==> src/rtl/calculation_unit_sequencer.sv <==
// rtl/calculation_unit_sequencer.sv - issue and sequencing controller for the FPU calculation unit
//
// Purpose:
//   Accepts one operation per cycle over op_valid/op_ready. ADD/SUB/MUL are
//   tracked through the fixed-latency fraction pipeline. DIV/SQRT step the
//   shared iterative engine through LOAD, ITERATE and FINISH. The registered
//   fraction-select code, result_valid and result_tag line up with the cycle
//   in which the fraction selecter presents that operation's fraction.
//
// Ports:
//   clk                         in   rising-edge clock
//   reset_n                     in   asynchronous active-low reset
//   op_valid / op_ready         in/out  operation handshake
//   op_select                   in   fraction-select code (ADD/SUB/MUL/DIV/SQRT)
//   op_tag                      in   opaque tag returned with the result
//   flush                       in   synchronous abort of all in-flight work
//   iter_start                  out  iterative engine loads operands
//   iter_enable                 out  iterative engine performs one iteration
//   iter_count                  out  current iteration index
//   busy                        out  iterative engine occupied
//   calculation_fraction_select out  select code for the result cycle
//   result_valid                out  calculated fraction valid this cycle
//   result_tag                  out  tag of the result

module calculation_unit_sequencer #(
    parameter int PIPE_LATENCY = 3,
    parameter int ITERATIONS   = 26,
    parameter int TAG_WIDTH    = 4
) (
    input  logic                 clk,
    input  logic                 reset_n,
    input  logic                 op_valid,
    output logic                 op_ready,
    input  logic [2:0]           op_select,
    input  logic [TAG_WIDTH-1:0] op_tag,
    input  logic                 flush,
    output logic                 iter_start,
    output logic                 iter_enable,
    output logic [4:0]           iter_count,
    output logic                 busy,
    output logic [2:0]           calculation_fraction_select,
    output logic                 result_valid,
    output logic [TAG_WIDTH-1:0] result_tag
);

    localparam logic [2:0] SEL_ADD  = 3'd0;
    localparam logic [2:0] SEL_SUB  = 3'd1;
    localparam logic [2:0] SEL_MUL  = 3'd2;
    localparam logic [2:0] SEL_DIV  = 3'd3;
    localparam logic [2:0] SEL_SQRT = 3'd4;

    localparam int CD_W = $clog2(ITERATIONS + 2);

    typedef enum logic [1:0] {
        S_IDLE    = 2'd0,
        S_LOAD    = 2'd1,
        S_ITERATE = 2'd2,
        S_FINISH  = 2'd3
    } state_t;

    state_t                 r_state;
    logic [CD_W-1:0]        r_cd;
    logic [2:0]             r_iter_sel;
    logic [TAG_WIDTH-1:0]   r_iter_tag;
    logic                   r_iter_start;
    logic                   r_iter_enable;
    logic [4:0]             r_iter_count;
    logic                   r_result_valid;
    logic [2:0]             r_result_sel;
    logic [TAG_WIDTH-1:0]   r_result_tag;

    logic                   w_is_iter;
    logic [2:0]             w_norm_sel;
    logic                   w_cd_block;
    logic                   w_hs;
    logic                   w_hs_iter;
    logic                   w_hs_pipe;
    logic                   w_to_finish;
    logic                   w_tail_valid;
    logic [2:0]             w_tail_sel;
    logic [TAG_WIDTH-1:0]   w_tail_tag;

    // Codes outside the five defined ones behave exactly like ADD.
    always_comb begin
        w_norm_sel = SEL_ADD;
        case (op_select)
            SEL_SUB:  w_norm_sel = SEL_SUB;
            SEL_MUL:  w_norm_sel = SEL_MUL;
            SEL_DIV:  w_norm_sel = SEL_DIV;
            SEL_SQRT: w_norm_sel = SEL_SQRT;
            default:  w_norm_sel = SEL_ADD;
        endcase
    end

    assign w_is_iter = (w_norm_sel == SEL_DIV) || (w_norm_sel == SEL_SQRT);

    // A pipe op accepted while cd equals the pipe latency would emerge in the
    // FINISH cycle; refusing exactly that slot keeps the two result sources apart.
    assign w_cd_block = (r_state != S_IDLE) && (r_cd == CD_W'(PIPE_LATENCY));

    assign op_ready  = !flush && (w_is_iter ? (r_state == S_IDLE) : !w_cd_block);
    assign w_hs      = op_valid && op_ready;
    assign w_hs_iter = w_hs && w_is_iter;
    assign w_hs_pipe = w_hs && !w_is_iter;

    // Last ITERATE cycle: the next cycle is FINISH and carries the result.
    assign w_to_finish = (r_state == S_ITERATE) && (r_cd == CD_W'(1));

    // The output register is the final stage of the pipe tracker, so only
    // PIPE_LATENCY-1 internal stages are needed in front of it.
    generate
        if (PIPE_LATENCY == 1) begin : g_direct
            assign w_tail_valid = w_hs_pipe;
            assign w_tail_sel   = w_norm_sel;
            assign w_tail_tag   = op_tag;
        end else begin : g_pipe
            logic [PIPE_LATENCY-2:0] r_pv;
            logic [2:0]              r_ps [PIPE_LATENCY-1];
            logic [TAG_WIDTH-1:0]    r_pt [PIPE_LATENCY-1];

            always_ff @(posedge clk or negedge reset_n) begin
                if (!reset_n) begin
                    for (int i = 0; i < PIPE_LATENCY - 1; i++) begin
                        r_pv[i] <= 1'b0;
                        r_ps[i] <= SEL_ADD;
                        r_pt[i] <= '0;
                    end
                end else begin
                    r_pv[0] <= w_hs_pipe && !flush;
                    r_ps[0] <= w_norm_sel;
                    r_pt[0] <= op_tag;
                    for (int i = 1; i < PIPE_LATENCY - 1; i++) begin
                        r_pv[i] <= r_pv[i-1] && !flush;
                        r_ps[i] <= r_ps[i-1];
                        r_pt[i] <= r_pt[i-1];
                    end
                end
            end

            assign w_tail_valid = r_pv[PIPE_LATENCY-2];
            assign w_tail_sel   = r_ps[PIPE_LATENCY-2];
            assign w_tail_tag   = r_pt[PIPE_LATENCY-2];
        end
    endgenerate

    // Iterative FSM with registered engine controls and result outputs.
    always_ff @(posedge clk or negedge reset_n) begin
        if (!reset_n) begin
            r_state        <= S_IDLE;
            r_cd           <= '0;
            r_iter_sel     <= SEL_DIV;
            r_iter_tag     <= '0;
            r_iter_start   <= 1'b0;
            r_iter_enable  <= 1'b0;
            r_iter_count   <= 5'd0;
            r_result_valid <= 1'b0;
            r_result_sel   <= SEL_ADD;
            r_result_tag   <= '0;
        end else if (flush) begin
            r_state        <= S_IDLE;
            r_cd           <= '0;
            r_iter_start   <= 1'b0;
            r_iter_enable  <= 1'b0;
            r_iter_count   <= 5'd0;
            r_result_valid <= 1'b0;
        end else begin
            r_result_valid <= w_to_finish || w_tail_valid;
            if (w_to_finish) begin
                r_result_sel <= r_iter_sel;
                r_result_tag <= r_iter_tag;
            end else if (w_tail_valid) begin
                r_result_sel <= w_tail_sel;
                r_result_tag <= w_tail_tag;
            end

            case (r_state)
                S_IDLE: begin
                    if (w_hs_iter) begin
                        r_state      <= S_LOAD;
                        r_cd         <= CD_W'(ITERATIONS + 1);
                        r_iter_sel   <= w_norm_sel;
                        r_iter_tag   <= op_tag;
                        r_iter_start <= 1'b1;
                    end
                end
                S_LOAD: begin
                    r_state       <= S_ITERATE;
                    r_cd          <= r_cd - CD_W'(1);
                    r_iter_start  <= 1'b0;
                    r_iter_enable <= 1'b1;
                    r_iter_count  <= 5'd0;
                end
                S_ITERATE: begin
                    r_cd <= r_cd - CD_W'(1);
                    if (w_to_finish) begin
                        r_state       <= S_FINISH;
                        r_iter_enable <= 1'b0;
                        r_iter_count  <= 5'd0;
                    end else begin
                        r_iter_count  <= r_iter_count + 5'd1;
                    end
                end
                S_FINISH: begin
                    r_state <= S_IDLE;
                end
                default: begin
                    r_state <= S_IDLE;
                end
            endcase
        end
    end

    assign iter_start                  = r_iter_start;
    assign iter_enable                 = r_iter_enable;
    assign iter_count                  = r_iter_count;
    assign busy                        = (r_state != S_IDLE);
    assign calculation_fraction_select = r_result_sel;
    assign result_valid                = r_result_valid;
    assign result_tag                  = r_result_tag;

endmodule

==> config.mk <==
export PLATFORM = sky130hd
export DESIGN_NAME = calculation_unit_sequencer
export DESIGN_NICKNAME = d
export VERILOG_FILES = /design/src/rtl/calculation_unit_sequencer.sv
export SDC_FILE = /design/constraint.sdc
export NUM_CORES = 1
export LEC_CHECK = 0
export ABC_AREA = 1
export CORE_UTILIZATION = 56
export CTS_BUF_LIST = sky130_fd_sc_hd__clkbuf_8
export DETAILED_ROUTE_END_ITERATION = 16
export PLACE_DENSITY = 0.81
export REMOVE_ABC_BUFFERS = 1
export SLEW_MARGIN = 20
export SYNTH_ARGS = -nofsm -noshare
export SYNTH_HDL_FRONTEND = slang
export SYNTH_SLANG_ARGS = --single-unit
==> constraint.sdc <==
create_clock -name clk -period 1.9 [get_ports clk]
set_clock_uncertainty 0.2 [all_clocks]
set_input_delay 0.285 -clock clk [delete_from_list [all_inputs] [get_ports clk]]
set_output_delay 0.285 -clock clk [all_outputs]
set_load 0.005 [all_outputs]
==> results.md, run 1 <==
Clock network:
- The total number of H-tree levels is 2.
- CTS saw 45 sinks.
- Clock-pin slew was measured on the worst setup and hold paths at 80 ps.
- The number of buffers created by CTS is 5.
- The cell sitting at the root of the clock tree is a clkbuf_8.
- The TritonCTS clock tree is built.
- The clock insertion delay at the later pin of the skew report is 310 ps.
- The largest buffer count on any clock path is 2.

Setup path:
- Traced cell by cell, the critical path runs through inv_2 -> ha_4 -> nand2_1 -> nand2_1 -> clkdlybuf4s15_1.
- The cell that appears most often on the critical path is nand2_1.
- At the worst endpoint, the arrival time is 1330 ps.
- The cell at the slowest stage of the critical path is dfrtp_1.
- The delay of the slowest critical-path stage is 400 ps.
- The critical path in this run is classified as flip-flop to output pin.
- The startpoint type of the worst setup path is a flip-flop.
- Along the worst path, the maximum fanout reaches 3.
- At the worst endpoint, the required time is 1410 ps.
- The nature of the critical path endpoint is an output pin.

Run status:
- The flow ran to the end, and the final reports show no timing, DRC or antenna violations.

Floorplan:
- 28 I/O pins were placed.
- The die footprint is 0.00386 mm^2.
- The number of standard-cell rows in the floorplan is 21.
- For this configuration, the core starts out at a cell density of 59.7%.
- Measured along the x axis, the die boundary spans 62.1 um.
- The die is 62.1 um tall.
- After floorplanning, the core was sized to cover 0.00339 mm^2.

Global routing:
- The pin count of the biggest net entering global routing is 30.
- The number of global-route vias before repair came to 1479.
- For this run the aggregate overflow at the end of global routing stands at 0.
- Global routing used 27.8% of the available met1 tracks.
- The global-route met3 utilization is 9.32%.
- The initial antenna violation count came to 0.
- The layer with the highest usage after global routing is met2.
- The total routing resource utilization after global routing is 24.0%.
- Global routing used 41.8% of the available met2 tracks.
- The first global-routing pass estimated 6390 um of wire.

Synthesis:
- The per-instance average area after synthesis is 9.03 um^2.
- Counting every instance in the synthesized netlist gives 224.
- The count of unique library cells instantiated by Yosys is 26.
- The number of warning messages in the yosys log is 0.
- Synthesis inferred 45 register bits.
- Summing every instance area after synthesis gives 0.00202 mm^2.
- The sequential cell area fraction in the yosys report is 55.8%.

Cells and area:
- The area growth from synthesis to layout is 31.1%.
- The number of antenna diodes in the final layout is 0.
- The number of standard cells in the final layout excluding fillers is 326.
- The area of combinational cells with multiple inputs is 790 um^2.
- The final cell area excluding filler cells is 0.00265 mm^2.
- The number of fill cells in the layout is 208.
- The net count of the finished layout is 298.
- The fraction of layout cells with a size suffix above 1 is 16.8%.
- Registers take 0.00113 mm^2.
- At the end of the flow the core is filled with cells to 78.2%.

Power and ir drop:
- In this run the power density over the cells is 1290 mW/mm^2.
- In this run the static leakage power is 1.35 nW.
- Across the VDD grid, the largest voltage drop is 0.925 mV.
- Overall power consumption after layout is estimated at 3.41 mW.

Timing:
- The count of pins over their slew limit is 0.
- The fraction of the cycle the final worst path needs is 95.7%.
- The final setup violation count is 0.
- The maximum clock rate is 550 MHz.
- The worst pin sits at a relative slew slack of 58.4%.
- At the pin with the least slew margin, the transition time is 624 ps.
- The worst path in the final design needs a cycle of 1820 ps, including I/O delays and setup.
- The hold violation total from the final report was 0.
- Setup repair after global routing left no endpoint under its margin.

Hold path:
- The type of the tightest min-delay check is input port to flip-flop.

Detailed routing:
- For this block, the routed nets add up to 4050 um of wire.
- For this run, design rule violations remaining after detail routing come to 0.
- Once detail routing completed, the nets flagged for antenna violations numbered 0.
- The violation count after the first detailed-route iteration is 71.
- Using the TritonRoute via totals, the vias-per-cell ratio works out to 4.95.
- The average detailed-routed wire length per instance is 12.4 um.
- The overall via count from detail_route is 1613.
- The total iterations of the first detailed-routing run is 4.

Placed design:
- Summed over all nets, the half-perimeter wirelength after detailed placement is 2750 um.
- The global placement routability congestion is 0.879.
- Summing all placed instances gives a cell area of 0.00249 mm^2.
- Port buffering added 27 buffers.
- The number of placed instances with taps included is 315.

Job:
- The count of max-cap constraint violations is 0.
==> layout make-up <==
| class | instances | area share [%] |
|---|---|---|
| Clock buffer | 5 | 2.60 |
| Clock inverter | 3 | 1.60 |
| Tap cell | 46 | 2.17 |
| Inverter | 28 | 3.96 |
| Sequential cell | 45 | 42.6 |
| Multi-Input combinational cell | 148 | 29.8 |
| Timing Repair Buffer | 51 | 17.3 |
==> critical path: cells and delay by family (launching register included) <==
kind	cells	cell delay (ps)
buf+inv	2	300
simple gates	2	160
flops	1	400
fa+ha+maj	1	150
==> state kept, by name (all words and copies together), names as in the netlist, 4 cells and up <==
register	flops
w_tail_tag	4
result_tag	4
r_cd	5
g_pipe.r_pt	4
r_iter_tag	4
iter_count	5
==> synthesized netlist by cell type <==
cell | count | area (um^2)
a21oi_4 | 1 | 16.3
nor3_1 | 1 | 5.00
nand4_2 | 1 | 12.5
o21ai_0 | 13 | 65.1
inv_1 | 28 | 105
nor2_1 | 28 | 105
ha_1 | 8 | 100
buf_2 | 2 | 10.0
buf_6 | 1 | 11.3
nand3_4 | 1 | 17.5
nand2_1 | 56 | 210
nand3_1 | 13 | 65.1
a21oi_2 | 2 | 17.5
a21boi_0 | 1 | 7.51
mux2i_1 | 1 | 10.0
o21bai_2 | 1 | 11.3
dfrtp_1 | 43 | 1080
or2_2 | 1 | 6.26
nor3b_1 | 1 | 7.51
a21oi_1 | 14 | 70.1
xor2_1 | 1 | 8.76
nand3b_1 | 1 | 7.51
nor2_4 | 1 | 11.3
and3_1 | 1 | 6.26
nand4_1 | 1 | 6.26
dfstp_2 | 2 | 52.6
==> final timing paths <==
check	from	to	slack, ps	cells after the start
worst max register to register	r_state[0]	calculation_fraction_select[0]	110	8
max in group asynchronous	reset_n	iter_start	610	3
min in group asynchronous	reset_n	calculation_fraction_select[0]	320	2
worst min register to register	g_pipe.r_ps[4]	w_tail_sel[1]	150	0
worst min-delay path	op_select[2]	g_pipe.r_ps[4]	130	2
worst max-delay path	r_state[1]	op_ready	80	5
==> logic make-up after synthesis <==
logic type               count (synthesis)  synth area share, %
AND/OR/NAND/NOR                        106                 22.8
flip-flops                              45                 55.8
AO/OA/AOI/OAI                           32                 9.28
buffers and inverters                   31                 6.25
adder cells (fa/ha/maj)                  8                 4.95
XOR/XNOR                                 1                0.433
multiplexers                             1                0.495
==> power breakdown <==
part	internal, mW	switching (mW)	total (mW)
registers	1.21	0.141	1.36
clock network	0.389	0.328	0.717
logic	0.658	0.681	1.34
total	2.26	1.15	3.41
==> per-stage QoR <==
stage,worst slack (ps),hold slack (ps),setup TNS [ps]
floorplan,184,-211,0
global placement,-290,133,-571
detailed placement,-362,135,-1140
CTS,-37.6,130,-37.6
global route,12.1,147,0
finish,81.8,131,0
==> cell usage in the layout, fill, tap and decap left out, types with 2 or more instances in the layout <==
| master | synthesis | routed |
|---|---|---|
| a21oi_1 | 14 | 14 |
| a21oi_2 | 2 | 2 |
| buf_4 | 0 | 22 |
| clkbuf_8 | 0 | 5 |
| clkdlybuf4s50_1 | 0 | 21 |
| dfrtp_1 | 43 | 43 |
| dfstp_2 | 2 | 2 |
| dlygate4sd2_1 | 0 | 3 |
| ha_1 | 8 | 7 |
| inv_1 | 28 | 26 |
| inv_2 | 0 | 3 |
| nand2_1 | 56 | 56 |
| nand3_1 | 13 | 12 |
| nor2_1 | 28 | 28 |
| o21ai_0 | 13 | 12 |
==> routing by layer <==
metal / vias to the layer above / share of wire [%]
li1: 813 / -
met1: 763 / 41
met2: 32 / 54
met3: 5 / 4.4
met4: 0 / 1.2
met5: - / 0
==> repair_timing <==
| item | in CTS | in global routing |
|---|---|---|
| resized for setup | 9 | 5 |
| setup buffers | 2 | 0 |
| hold buffers | 1 | 0 |
| endpoints found under the setup margin | 2 | 3 |
| pin swaps | 1 | 1 |
| hold endpoints to repair | 25 | 0 |
Note: power is estimated with default switching activity, not from simulation.
==> run 2, diff against run 1 <==
- SETUP_SLACK_MARGIN: default -> 0.15
==> run 2 against run 1 <==
  * Count of clock-buffer cells in the layout unchanged
  * Register-to-register slack about the same
  * Wire length increased by 12%
  * Non-clock buffer count increased by 6
  * Global-route usage increased by 0.27 points
  * Critical path type is now flip-flop to flip-flop
  * Critical endpoint is now calculation_fraction_select[2]
==> results.md, run 2 (same netlist as run 1, synthesis figures left out) <==
Global routing:
- The first global-routing pass estimated 6430 um of wire.
- The pin count of the biggest net entering global routing is 30.
- The remaining global-route overflow is 0.
- The total routing resource utilization after global routing is 24.3%.
- The initial antenna violation count is 0.
- The number of global-route vias before repair is 1502.

Clock network:
- The cell sitting at the root of the clock tree is a clkbuf_8.
- The clock tree synthesis step divided the H-tree into 2 levels.
- The number of clock buffers added by TritonCTS is 5.
- The clock insertion delay at the later pin of the skew report is 310 ps.
- The total number of clock tree sinks is 45.
- The CTS clock-pin slew for the worst setup and hold paths is 80 ps.
- TritonCTS built the clock tree.
- No sink is reached through more buffers than the 2 on the longest clock path.

Detailed routing:
- The total iterations of the first detailed-routing run is 4.
- In this run, the number of DRC markers left after iteration 0 of detailed routing was 89.
- The DRC violation count after routing is 0.
- The average detailed-routed wire length per instance is 13.6 um.
- The overall via count from detail_route is 1665.
- The final wirelength is 4530 um.
- In this run the remaining antenna-violating nets after routing total 0.
- The average vias per placed instance is 5.02.

Cells and area:
- The leading cell type in the layout, fill and taps excluded is nand2_1.
- In the final design database the tool counted 304 nets.
- Cells fill 80.4% of the core in the end.
- The number of standard cells in the final layout excluding fillers is 332.
- Counting the fill cells in the layout gives 197.
- The antenna diode instance count is 0.
- The area growth from synthesis to layout is 34.7%.
- Leaving out fill and tap cells, the most frequent cells in the layout are nand2_1 (52), dfrtp_1 (43), nor2_1 (27), buf_4 (27), inv_1 (25).
- The fraction of layout cells with a size suffix above 1 is 21.7%.

Floorplan:
- The number of top-level pins is 28.
- After floorplanning, the core was sized to cover 0.00339 mm^2.
- The floorplan step defined a die boundary enclosing 0.00386 mm^2.
- The floorplan step set the die width to 62.1 um.
- The initial utilization of the core area, before any placement, comes to 59.7%.
- The vertical extent of the die is 62.1 um.
- The number of standard-cell rows in the floorplan is 21.

Timing:
- For the pin with the worst max-slew slack, the measured transition is 631 ps.
- In the final timing run, aggregate negative setup slack is 0 ps.
- Setup violations remaining at the end of the flow were counted as 0.
- The clock period minus final worst setup slack is 1790 ps.
- Dividing the final minimum period by the clock period gives 94.2%.
- The worst pin sits at a relative slew slack of 57.9%.
- The hold violation total from the final report is 0.
- The count of pins over their slew limit was 0.
- Static timing analysis puts the maximum clock frequency at 559 MHz.
- Setup repair after global routing could not meet its margin everywhere.

Power and ir drop:
- The worst voltage drop across the vdd grid is 0.881 mV.
- The total power after layout is 3.50 mW.
- For this design the ratio of total power to cell area is 1290 mW/mm^2.
- For this design the static power due to leakage is 1.38 nW.

Setup path:
- For the worst setup path, the data required time is 1930 ps.
- The worst setup path category is flip-flop to flip-flop.
- The worst setup path is captured at a flip-flop.
- Data arrives at the worst endpoint at 1820 ps.
- The startpoint type of the worst setup path is a flip-flop.
- The highest fanout seen on the critical path is 15.

Placed design:
- The number of placed instances with taps included is 315.
- The number of buffer cells added on primary ports is 27.
- Summed over all nets, the half-perimeter wirelength after detailed placement is 2750 um.
- Routability-driven placement finished with a final weighted congestion of 0.879.

Hold path:
- The path class of the tightest hold or removal check is input port to flip-flop.

Run status:
- The flow ran to the end, and the final reports show no timing, DRC or antenna violations.

Job:
- Max-cap violations in this run came to 0.
[run 2: area by class of cell]
cell class,instances,area [um^2],share of cell area [%]
Sequential cell,45,1130,41.4
Clock inverter,3,42.5,1.56
Clock buffer,5,68.8,2.53
Inverter,28,105,3.86
Tap cell,46,57.6,2.11
Multi-Input combinational cell,148,822,30.2
Timing Repair Buffer,57,499,18.3
[run 2: stage by stage]
stage	cell area [um^2]	hold WS, ps	setup slack [ps]
2_1_floorplan	2000	-211	184
3_3_place_gp	2490	133	-290
3_5_place_dp	2490	135	-362
4_1_cts	2650	130	-37.6
5_1_grt	2720	147	72.1
6_report	2720	139	109
[run 2: timing repair]
action / 4_1_cts / 5_1_grt
buffers inserted: 2 / 6
endpoints found under the setup margin: 10 / 23
hold buffers: 1 / 0
pin swaps: 1 / 3
gates resized for setup: 13 / 15
endpoints found under the hold margin: 25 / 0
[run 2: final timing paths]
kind / from / to / slack, ps / depth (start not counted)
max in group asynchronous: reset_n / iter_start / 610 / 3
worst min-delay path: op_select[2] / g_pipe.r_ps[4] / 140 / 2
worst min register to register: g_pipe.r_ps[4] / w_tail_sel[1] / 150 / 0
min in group asynchronous: reset_n / calculation_fraction_select[0] / 320 / 2
worst max register to register: r_state[0] / calculation_fraction_select[2] / 110 / 9
worst max-delay path: r_state[0] / calculation_fraction_select[2] / 110 / 9
[run 2: metal layers]
metal  vias to the layer above  GRT usage (%)  wire, um
met2                        32           42.4      2450
met1                       794           27.5      1830
met4                         0           7.30        74
met5                         -              0         0
li1                        831              -         -
met3                         8           9.32       166
[run 2: worst max-delay path, cell delays in order, from the launching register on]
cell	delay, ps
dfrtp_1	410
inv_2	130
ha_4	190
nand2_1	80
inv_1	100
nand3_4	120
a21oi_4	170
buf_12	150
nor2_1	50
a21oi_1	110
[run 2: where the power goes]
group	switching, mW	leakage [nW]	internal [mW]	total, mW
combinational	0.736	0.765	0.690	1.43
clock	0.328	0.0595	0.389	0.717
sequential	0.146	0.559	1.22	1.36
total	1.21	1.38	2.29	3.50
==> run 3, diff against run 2 <==
- CORE_UTILIZATION: 56 -> 35
- CTS_BUF_LIST: sky130_fd_sc_hd__clkbuf_8 -> default
- PLACE_DENSITY: 0.81 -> default
==> run 3 against run 2 <==
  * Global-route usage down 8.8 points
  * First-iteration DRC count down 6.7%
  * Sequential share of layout area down 3.7 points
  * Via count up 1.9%
  * Clock power up 2%
  * Largest power group unchanged
  * Combinational power up 17%
  * Worst setup slack better by 52 ps
  * Largest cell class unchanged
  * Core utilization down 26 points
==> results.md, run 3 (same netlist as run 1, synthesis figures left out) <==
Setup path:
- STA classifies the critical path endpoint as a flip-flop.
- Walking the worst path, the cells encountered are buf_6 -> inv_4 -> ha_4 -> nand2_2 -> inv_2 -> nand3_4 -> a21oi_4 -> buf_12 -> buf_16 -> a21oi_2.
- The cell at the slowest stage of the critical path is dfrtp_1.
- In this design, the stage delay of the slowest critical-path cell is 420 ps.
- Data on the critical path is required at its endpoint by 1900 ps.
- The worst endpoint data arrival time is 1740 ps.
- The cell family with the largest share of critical-path delay is buffers and inverters.
- Together, buffers and inverters on the worst path number 5.
- The startpoint type of the worst setup path is a flip-flop.
- In this run the worst path has a maximum fanout of 6.
- The worst setup path category is flip-flop to flip-flop.

Global routing:
- The pin count of the biggest net entering global routing is 29.
- The number of global-route vias before repair is 1663.
- The first-pass GRT wire length is 7290 um.
- The remaining global-route overflow is 0.
- Global routing consumed, over all layers together, 15.5% of the routing resources.
- The initial antenna violation count is 0.

Floorplan:
- The number of top-level pins is 28.
- The number of standard-cell rows in the floorplan is 27.
- From left edge to right edge, the die measures 78.0 um.
- The starting density of the core is 36.5%.
- The floorplan step defined a die boundary enclosing 0.00608 mm^2.
- In this run the vertical extent of the chip is 78.0 um.
- The area of the core region is 0.00554 mm^2.

Placed design:
- The global placement routability congestion is 0.829.
- The number of buffer cells added on primary ports is 27.
- The detailed placement HPWL is 2860 um.

Run status:
- The flow ran to the end, and the final reports show no timing, DRC or antenna violations.

Cells and area:
- After filler insertion, the fill cell instance count of the layout stands at 523.
- The fraction of layout cells with a size suffix above 1 is 30.2%.
- The post-layout utilization of the core is 54.0%.
- Leaving out fill and tap cells, the most frequent cell in the layout is nand2_1.
- The net count of the finished layout is 319.
- The antenna diode instance count is 0.
- The top cell types in the final layout, fill and taps aside, are nand2_1 (48), dfrtp_1 (42), buf_4 (35).
- The layout overhead on the synthesized area is 48.1%.

Clock network:
- In this run the number of H-tree levels came out at 2.
- The clock passes through at most 2 buffers.
- The root buffer cell is clkbuf_8.
- Clock-pin slew was measured on the worst setup and hold paths at 90 ps.
- For the worst-skew pair, the clock arrives at the later sink with an insertion delay of 300 ps.
- Counting the buffers created by CTS gives 5.
- The TritonCTS clock tree is built.
- The total number of clock tree sinks is 45.

Timing:
- The worst path needs 1740 ps of the cycle, external delays included.
- The final setup violation count is 0.
- The count of pins over their slew limit was 0.
- Setup repair after global routing could not meet its margin everywhere.
- The final hold slack is 154 ps.
- Measured against its own limit, the worst slew margin works out to 71.0%.
- Derived from the worst setup path, the maximum achievable clock frequency is 575 MHz.
- The fraction of the cycle the final worst path needs is 91.5%.
- The hold violation total from the final report is 0.
- The transition time at the pin with the least slew margin is 435 ps.

Power and ir drop:
- The worst voltage drop across the vdd grid is 0.828 mV.
- For this design the static power due to leakage is 1.47 nW.
- Dividing total power by cell area gives a power density of 1260 mW/mm^2.

Job:
- Across the run, the number of max-cap violations was 0.

Hold path:
- The path class of the tightest hold or removal check is flip-flop to flip-flop.

Detailed routing:
- Once detail routing completed, the nets flagged for antenna violations numbered 0.
- In the final routed layout, each cell accounts on average for 11.9 um.
- After detailed routing, the number of remaining DRC violations is 0.
- The total iterations of the first detailed-routing run is 4.
- The average vias per placed instance is 4.55.
- The violation count after the first detailed-route iteration is 83.
- The routed layout has 1697 vias.
- After detailed routing, the total wire length is 4450 um.
[run 3: path summary, 6_finish.rpt]
path                                start                        endpoint  slack [ps]  cells past startpoint
setup / recovery                  r_cd[1]  calculation_fraction_select[0]         160                     10
min in group asynchronous         reset_n  calculation_fraction_select[1]         250                      2
setup reg to reg                  r_cd[1]  calculation_fraction_select[0]         160                     10
max in group asynchronous         reset_n                   r_iter_sel[0]         690                      3
hold reg to reg            g_pipe.r_pt[6]                   w_tail_tag[2]         150                      0
hold / removal             g_pipe.r_pt[6]                   w_tail_tag[2]         150                      0
[run 3: layout make-up]
type                    instances  area, um^2  share of cell area, %
clock buffers                   6        72.6                   2.42
clock inverters                 2        38.8                   1.30
inverters                      28         108                   3.59
multi-input cells             148         885                   29.5
flip-flops and latches         45        1130                   37.7
well taps                      72        90.1                   3.01
repair buffers                 72         671                   22.4
[run 3: stage by stage]
step                      cell area, um^2  setup TNS (ps)  setup WS (ps)  std cells  power [mW]
final                                2990               0            161        373        3.77
after global routing                 2990               0            102        373        4.05
after CTS                            2830               0            103        367        3.60
after detailed placement             2580           -1260           -326        347        2.70
after global placement               2580           -1040           -296        347        2.67
after floorplan                      2000               0            184        221        2.05
[run 3: repair_timing]
| action | CTS | global route |
|---|---|---|
| endpoints found under the hold margin | 17 | 0 |
| hold buffers | 1 | 0 |
| setup buffers | 10 | 6 |
| cloned | 1 | 0 |
| resized for setup | 22 | 30 |
| endpoints found under the setup margin | 7 | 26 |
| pin swaps | 4 | 17 |
[run 3: power breakdown]
part	total, mW	leakage [nW]	switching [mW]	internal [mW]
clock	0.733	0.0554	0.338	0.395
sequential	1.37	0.558	0.151	1.22
combinational	1.67	0.860	0.784	0.888
total	3.77	1.47	1.27	2.50
[run 3: layer usage]
metal / up-vias / share of wire (%) / global-route usage (%)
li1: 859 / - / -
met1: 800 / 44 / 18.6
met2: 30 / 51 / 26.8
met3: 8 / 3.4 / 3.29
met4: 0 / 1.4 / 6.85
met5: - / 0 / 0
[run 3: worst reg2reg max path: stages, from the launching register on]
cell and delay, ps:
dfrtp_1 420, buf_6 130, inv_4 60, ha_4 120, nand2_2 40, inv_2 60
nand3_4 90, a21oi_4 220, buf_12 140, buf_16 110, a21oi_2 50
